==> src/rtl/vermicom_pkg.sv <==
// Vermicom_pkg: configuration constants for the Vermicom UART block.
//   RX_FIFO_DEPTH : default number of byte entries in the receive FIFO.
package Vermicom_pkg;

    localparam int unsigned RX_FIFO_DEPTH = 16;

endpackage : Vermicom_pkg

==> src/rtl/vermitypes_pkg.sv <==
// Vermitypes_pkg: basic data types shared across the Vermicom design.
//   byte_t : one 8-bit data byte as moved between UART, FIFOs and bus.
package Vermitypes_pkg;

    typedef logic [7:0] byte_t;

endpackage : Vermitypes_pkg

==> src/rtl/vermicom_rx_fifo.sv <==
// vermicom_rx_fifo: receive FIFO between the UART RX deserializer and the
// data-register read path. Circular buffer with (log2(DEPTH)+1)-bit pointers;
// the extra MSB separates full from empty after wrap-around.
//
// Ports:
//   clk, reset          - clock; asynchronous active-high reset
//   push, push_data     - receiver strobe and byte
//   pop, pop_data       - bus read strobe; show-ahead head byte
//   not_empty, full     - occupancy flags (from registered pointers only)
//   count               - number of stored bytes
//   flush               - synchronous clear (wins over push/pop/overrun set)
//   overrun             - sticky "byte dropped" flag
//   overrun_clear       - write-1-to-clear for overrun (a same-cycle set wins)
//   threshold, watermark- only with VERMICOM_RX_FIFO_WATERMARK_EN defined;
//                         watermark = registered (count >= threshold && threshold != 0)
module vermicom_rx_fifo
    import Vermicom_pkg::*;
    import Vermitypes_pkg::*;
#(
    parameter int unsigned DEPTH = RX_FIFO_DEPTH
) (
    input  logic                   clk,
    input  logic                   reset,
    input  logic                   push,
    input  byte_t                  push_data,
    input  logic                   pop,
    output byte_t                  pop_data,
    output logic                   not_empty,
    output logic                   full,
    output logic [$clog2(DEPTH):0] count,
    input  logic                   flush,
`ifdef VERMICOM_RX_FIFO_WATERMARK_EN
    input  logic [$clog2(DEPTH):0] threshold,
    output logic                   watermark,
`endif
    output logic                   overrun,
    input  logic                   overrun_clear
);

    localparam int unsigned AW = $clog2(DEPTH);
    localparam logic [AW:0] DEPTH_CNT = (AW + 1)'(DEPTH);
    localparam logic [AW:0] PTR_ONE   = (AW + 1)'(1);

    byte_t       mem_q [DEPTH];
    logic [AW:0] wr_ptr_q, wr_ptr_d;
    logic [AW:0] rd_ptr_q, rd_ptr_d;
    logic        overrun_q, overrun_d;
    logic        do_push, do_pop, drop;

    // Status comes from registered pointers only.
    assign count     = wr_ptr_q - rd_ptr_q;
    assign not_empty = (wr_ptr_q != rd_ptr_q);
    assign full      = (count == DEPTH_CNT);
    assign pop_data  = mem_q[rd_ptr_q[AW-1:0]];
    assign overrun   = overrun_q;

    always_comb begin
        do_pop   = pop && not_empty && !flush;
        // A pop in the same cycle frees the slot, so a push is accepted when full.
        do_push  = push && !flush && (!full || do_pop);
        drop     = push && full && !pop;
        wr_ptr_d = wr_ptr_q;
        rd_ptr_d = rd_ptr_q;
        if (flush) begin
            wr_ptr_d = '0;
            rd_ptr_d = '0;
        end else begin
            if (do_push) wr_ptr_d = wr_ptr_q + PTR_ONE;
            if (do_pop)  rd_ptr_d = rd_ptr_q + PTR_ONE;
        end
        if (flush)              overrun_d = 1'b0;
        else if (drop)          overrun_d = 1'b1;
        else if (overrun_clear) overrun_d = 1'b0;
        else                    overrun_d = overrun_q;
    end

    always_ff @(posedge clk or posedge reset) begin
        if (reset) begin
            wr_ptr_q  <= '0;
            rd_ptr_q  <= '0;
            overrun_q <= 1'b0;
        end else begin
            wr_ptr_q  <= wr_ptr_d;
            rd_ptr_q  <= rd_ptr_d;
            overrun_q <= overrun_d;
        end
    end

    // Storage is not reset; pop_data is meaningless while not_empty is low.
    always_ff @(posedge clk) begin
        if (do_push) mem_q[wr_ptr_q[AW-1:0]] <= push_data;
    end

`ifdef VERMICOM_RX_FIFO_WATERMARK_EN
    logic [AW:0] count_d;
    logic        watermark_q;

    // Compare against the next count so the registered flag lines up with count.
    assign count_d   = wr_ptr_d - rd_ptr_d;
    assign watermark = watermark_q;

    always_ff @(posedge clk or posedge reset) begin
        if (reset) watermark_q <= 1'b0;
        else       watermark_q <= (count_d >= threshold) && (threshold != '0);
    end
`endif

endmodule : vermicom_rx_fifo

==> config.mk <==
export PLATFORM = sky130hd
export DESIGN_NAME = vermicom_rx_fifo
export DESIGN_NICKNAME = d
export VERILOG_FILES = /design/src/rtl/vermicom_pkg.sv /design/src/rtl/vermitypes_pkg.sv /design/src/rtl/vermicom_rx_fifo.sv
export SDC_FILE = /design/constraint.sdc
export NUM_CORES = 1
export LEC_CHECK = 0
export BUFFER_PORTS_ARGS = -buffer_cell sky130_fd_sc_hd__buf_2
export CAP_MARGIN = 10
export CORE_UTILIZATION = 30
export CTS_BUF_LIST = sky130_fd_sc_hd__clkbuf_4
export CTS_CLUSTER_DIAMETER = 150
export DETAILED_ROUTE_END_ITERATION = 8
export PLACE_DENSITY = 0.48
export RECOVER_POWER = 25
export SYNTH_ARGS = -nofsm -noshare
export SYNTH_HDL_FRONTEND = slang
export SYNTH_SLANG_ARGS = --single-unit
==> constraint.sdc <==
create_clock -name clk -period 4.45 [get_ports clk]
set_input_delay 0.89 -clock clk [delete_from_list [all_inputs] [get_ports clk]]
set_output_delay 0.89 -clock clk [all_outputs]
set_load 0.1 [all_outputs]
# Word level (Yosys, flattened, before mapping)
# Memory sizes are Yosys's and may differ from the RTL's.
# Index checks and enable logic that the tools add are counted.
# totals
register_bits	11
ram_bits	128
elab_cells	31
n_memories	1
# op_classes
n_addsub	3
eq_ne	2
muxes	9
n_reduce_logical	13
# memory_table
memory	words	width	rd	rd_ports_with_merged_regs	write_ports	line	rtl
mem_q	16	8	1	0	1	vermicom_rx_fifo.sv:44	byte_t mem_q [DEPTH];
# ops
op	n
2-to-1 mux 5 bit	4
adder 5 x 1 -> 5 bit (second input constant)	2
logical AND 1 bit	6
equality test 5 bit (second input constant)	1
2-to-1 mux 1 bit	5
inequality test 5 bit	1
subtractor 5 bit	1
nonzero test 2 bit	2
zero test 1 bit	3
nonzero test 3 bit	1
logical OR 1 bit	1

# Logic depth before layout (Yosys ltp)
# logic_depth
ltp_word	7
ltp_mapped	11
mapped_depth_nobuf	9

# Worst setup path before layout
# Ideal clock, no wire load.
# synth_timing
path_type	reg2reg
startpoint	register rd_ptr_q[1]
endpoint	memory mem_q[8][0] (netlist bit) (enable)
setup_time_ns	0.398
arrival_ns	4.846
slack_ns	-0.794
path_stages_with_launch	11
n_path_buf	3
period_less_slack_ns	5.244
cell_sequence	dfrtp_1 clkbuf_1 clkinv_1 fa_1 xor2_1 or3_1 a2111oi_4 and2_1 buf_6 buf_12 nor4b_1
# synth_via
elab_chain_len	7
elab_cells_between_ends	10
classes_between	add/sub: 1; eq/ne: 2; mux: 2; reduce/logical: 5
# synth_lines
element	line	rtl
start: declaration	vermicom_rx_fifo.sv:46	logic [AW:0] rd_ptr_q, rd_ptr_d;
start signal: assignment	vermicom_rx_fifo.sv:84	rd_ptr_q <= rd_ptr_d;
subtractor 5 bit	vermicom_rx_fifo.sv:51	assign count = wr_ptr_q - rd_ptr_q;
net count[2]	vermicom_rx_fifo.sv:30	output logic [$clog2(DEPTH):0] count,
equality test 5 bit	vermicom_rx_fifo.sv:53	assign full = (count == DEPTH_CNT);
net full	vermicom_rx_fifo.sv:29	output logic full,
zero test 1 bit	vermicom_rx_fifo.sv:60	do_push = push && !flush && (!full || do_pop);
logical OR 1 bit	vermicom_rx_fifo.sv:60	
logical AND 1 bit	vermicom_rx_fifo.sv:60	
2-to-1 mux 1 bit	vermicom_rx_fifo.sv:91	if (do_push) mem_q[wr_ptr_q[AW-1:0]] <= push_data;
2-to-1 mux 1 bit (not written as such)	vermicom_rx_fifo.sv:91	
end: declaration	vermicom_rx_fifo.sv:44	
# The timed path passes the listed nets, and every way through them passes these cells.

# Final worst setup path
# layout_timing
startpoint	register wr_ptr_q[2]
endpoint	output port full
# layout_via
elab_chain_len	2
# layout_lines
element	line	rtl
start: declaration	vermicom_rx_fifo.sv:45	logic [AW:0] wr_ptr_q, wr_ptr_d;
start signal: assignment	vermicom_rx_fifo.sv:83	wr_ptr_q <= wr_ptr_d;
subtractor 5 bit	vermicom_rx_fifo.sv:51	
equality test 5 bit	vermicom_rx_fifo.sv:53	
end: declaration	vermicom_rx_fifo.sv:29	
# No other way between the ends.

==> metrics.yaml <==
start_util: 0.309
die_h_um: 142
synth_cells: 334
status: "completed"
worst-r2r-cell-count: 8
grt_start_max_net_pins: 36
ys_seq_area_frac: 0.705
peakVddDrop_mv: 0.503
synthFlopType: "edfxtp_1"
crit_type: "register to output port"
hold_viol_final: 0
drc: 0
io_buffers: 29
drive_gt1_frac: 0.324
final_core_util: 0.357
firstDrtPassIters: 4
synth_nets: 358
startpoint_type: "register"
antenna_found_initial: 1
design_power_total_mw: 3.66
syn_to_final_growth_pct: 15.3
powerDensity_nw_per_um2: 543
ys_ff_latch: 139
worst_slew_pin_slew_ps: 1010
synth_top_area_cell: "edfxtp_1"
cts_setup_buffers: 0
finalNetCount: 409
synth_top_area_frac: 0.658
vias: 3091
avgSynthCellArea_um2: 17.5
yosys_warnings: 0
synthesis.area_um2: 5850
routedWlPerCell_um: 19.6
grt_pass1_wl_um: 20100
num_io_pins: 30
core_area_um2: 18900
synth-edff-count: 128
drt_first_iter_violations: 167
final_cells: 659
crit_start: "wr_ptr_q[2]"
r2r-start: "wr_ptr_q[2]"
synth_most_common_cell: "edfxtp_1"
synth_commonest_cells: "128 x edfxtp_1, 38 x nand2_1, 32 x mux4_2"
cts_max_path_buffers: 2
maxCapViolations: 0
skew_ps: 21.6
drv_slew: 0
die_area_um2: 20000
routabilityCongestion: 0.803
post-place-ws_ps: 870
wl_um: 12900
cp-end-kind: "output port"
cts_resized: 0
cts_hold_buf: 0
dp_cells: 626
tritoncts: "yes"
rrSetupSlack_ps: 940
synth_cell_types: 41
required_ps: 3560
reg2reg_to: "mem_q[1][0]"
grtUsageTotal: 0.142
hold_path.class: "input pin to asynchronous set/reset pin"
first_global_vias: 3335
cts_max_level: 4
setup_tns_ps: 0
hpwl_um: 8220
period_needed_ps: 4130
fp.dieW_um: 142
root_buffer: "clkbuf_4"
crit_path_max_fanout: 17
cts_made_buffers: 17
cts_sinks: 139
fill_cells: 1858
via_per_inst: 4.69
clkSlewWorstSetupHoldPaths_ps: 120
setup_viol: 0
rsz0062_at_grt: "false"
clock_latency_ps: 540
yosys-top-cells-area: "edfxtp_1 66%, mux4_2 12%, dfrtp_1 4.7%, nand2_1 2.4%, ha_1 1.9%"
fp-row-count: 50
worstPathArrival_ps: 3240
ys_async_sr_fraction: 0.0791
max_slew_margin: 0.323
setup_ws_ps: 321
ant_nets: 0
fin_crit_sh: 0.928
p_leak_nw: 2.23
gr-total-overflow: 0
fmax_mhz: 242
==> cells in the final DEF (no fill, tap or decap), types with 5 or more instances in the layout <==
cell type / n
clkbuf_4: 19
clkinv_2: 5
and3_1: 9
dfrtp_1: 10
clkbuf_1: 6
nor2_1: 12
buf_2: 21
a21oi_1: 6
ha_1: 9
nor4b_2: 8
mux4_2: 32
edfxtp_1: 128
inv_1: 8
buf_4: 20
a31oi_1: 8
nand2_1: 38
==> sequential cells by signal, summed over array words and instances, names as in the netlist <==
signal / count
overrun: 1
wr_ptr_q: 5
mem_q: 128
rd_ptr_q: 5
==> metal layers <==
metal  share of wire  GRT usage  up-vias  wire length (µm)
li1                -          -     1416                 -
met1            0.47      0.186     1599              6020
met2            0.48      0.230       65              6170
met3           0.044     0.0361       11               567
met4           0.011     0.0475        0               141
met5               0          0        -                 0
==> kinds of logic after synthesis <==
logic type	Yosys count	share of synthesized area
muxes	38	0.134
and+or+nand+nor	94	0.0833
adders and majority gates	10	0.0227
buffers and inverters	27	0.0223
xor gates and xnor gates	5	0.00749
AOI/OAI and AO/OA	21	0.0253
DFF	139	0.705
==> through the flow <==
| step | hold WS (ps) | cell area (µm²) |
|---|---|---|
| 6_report | 332 | 6740 |
| 5_1_grt | 314 | 6740 |
| 4_1_cts | 302 | 6750 |
| 3_5_place_dp | 539 | 6490 |
| 3_3_place_gp | 523 | 6490 |
| 2_1_floorplan | 523 | 5870 |
==> final cells by class <==
cell class,instances,area (µm²),area share
repair buffers,49,318,0.0471
clock inverters,13,115,0.0171
inverters,10,37.5,0.00557
clock buffers,19,143,0.0212
well taps,260,325,0.0483
diodes,1,2.50,0.000371
flip-flops and latches,139,4120,0.611
multi-input cells,168,1680,0.249
==> critical path: stages, from the launching register on <==
cell	delay [ps]
dfrtp_1	740
ha_1	440
and3b_1	240
or3_4	380
a2111oi_4	660
buf_12	260
==> power breakdown <==
group	leakage, nW	internal, mW	switching [mW]	total (mW)
clock	0.148	0.293	0.465	0.758
combinational	0.778	0.414	1.01	1.43
sequential	1.30	1.46	0.0181	1.47
total	2.23	2.16	1.49	3.66
==> worst max path at each step <==
stage                       end  cells after the start  slack, ps
floorplan           mem_q[7][0]                      9        100
global placement           full                      5        940
detailed placement         full                      5        870
CTS                        full                      5        270
global route               full                      5        140
finish                     full                      5        320
No activity file was read; power rests on OpenSTA's default activity.
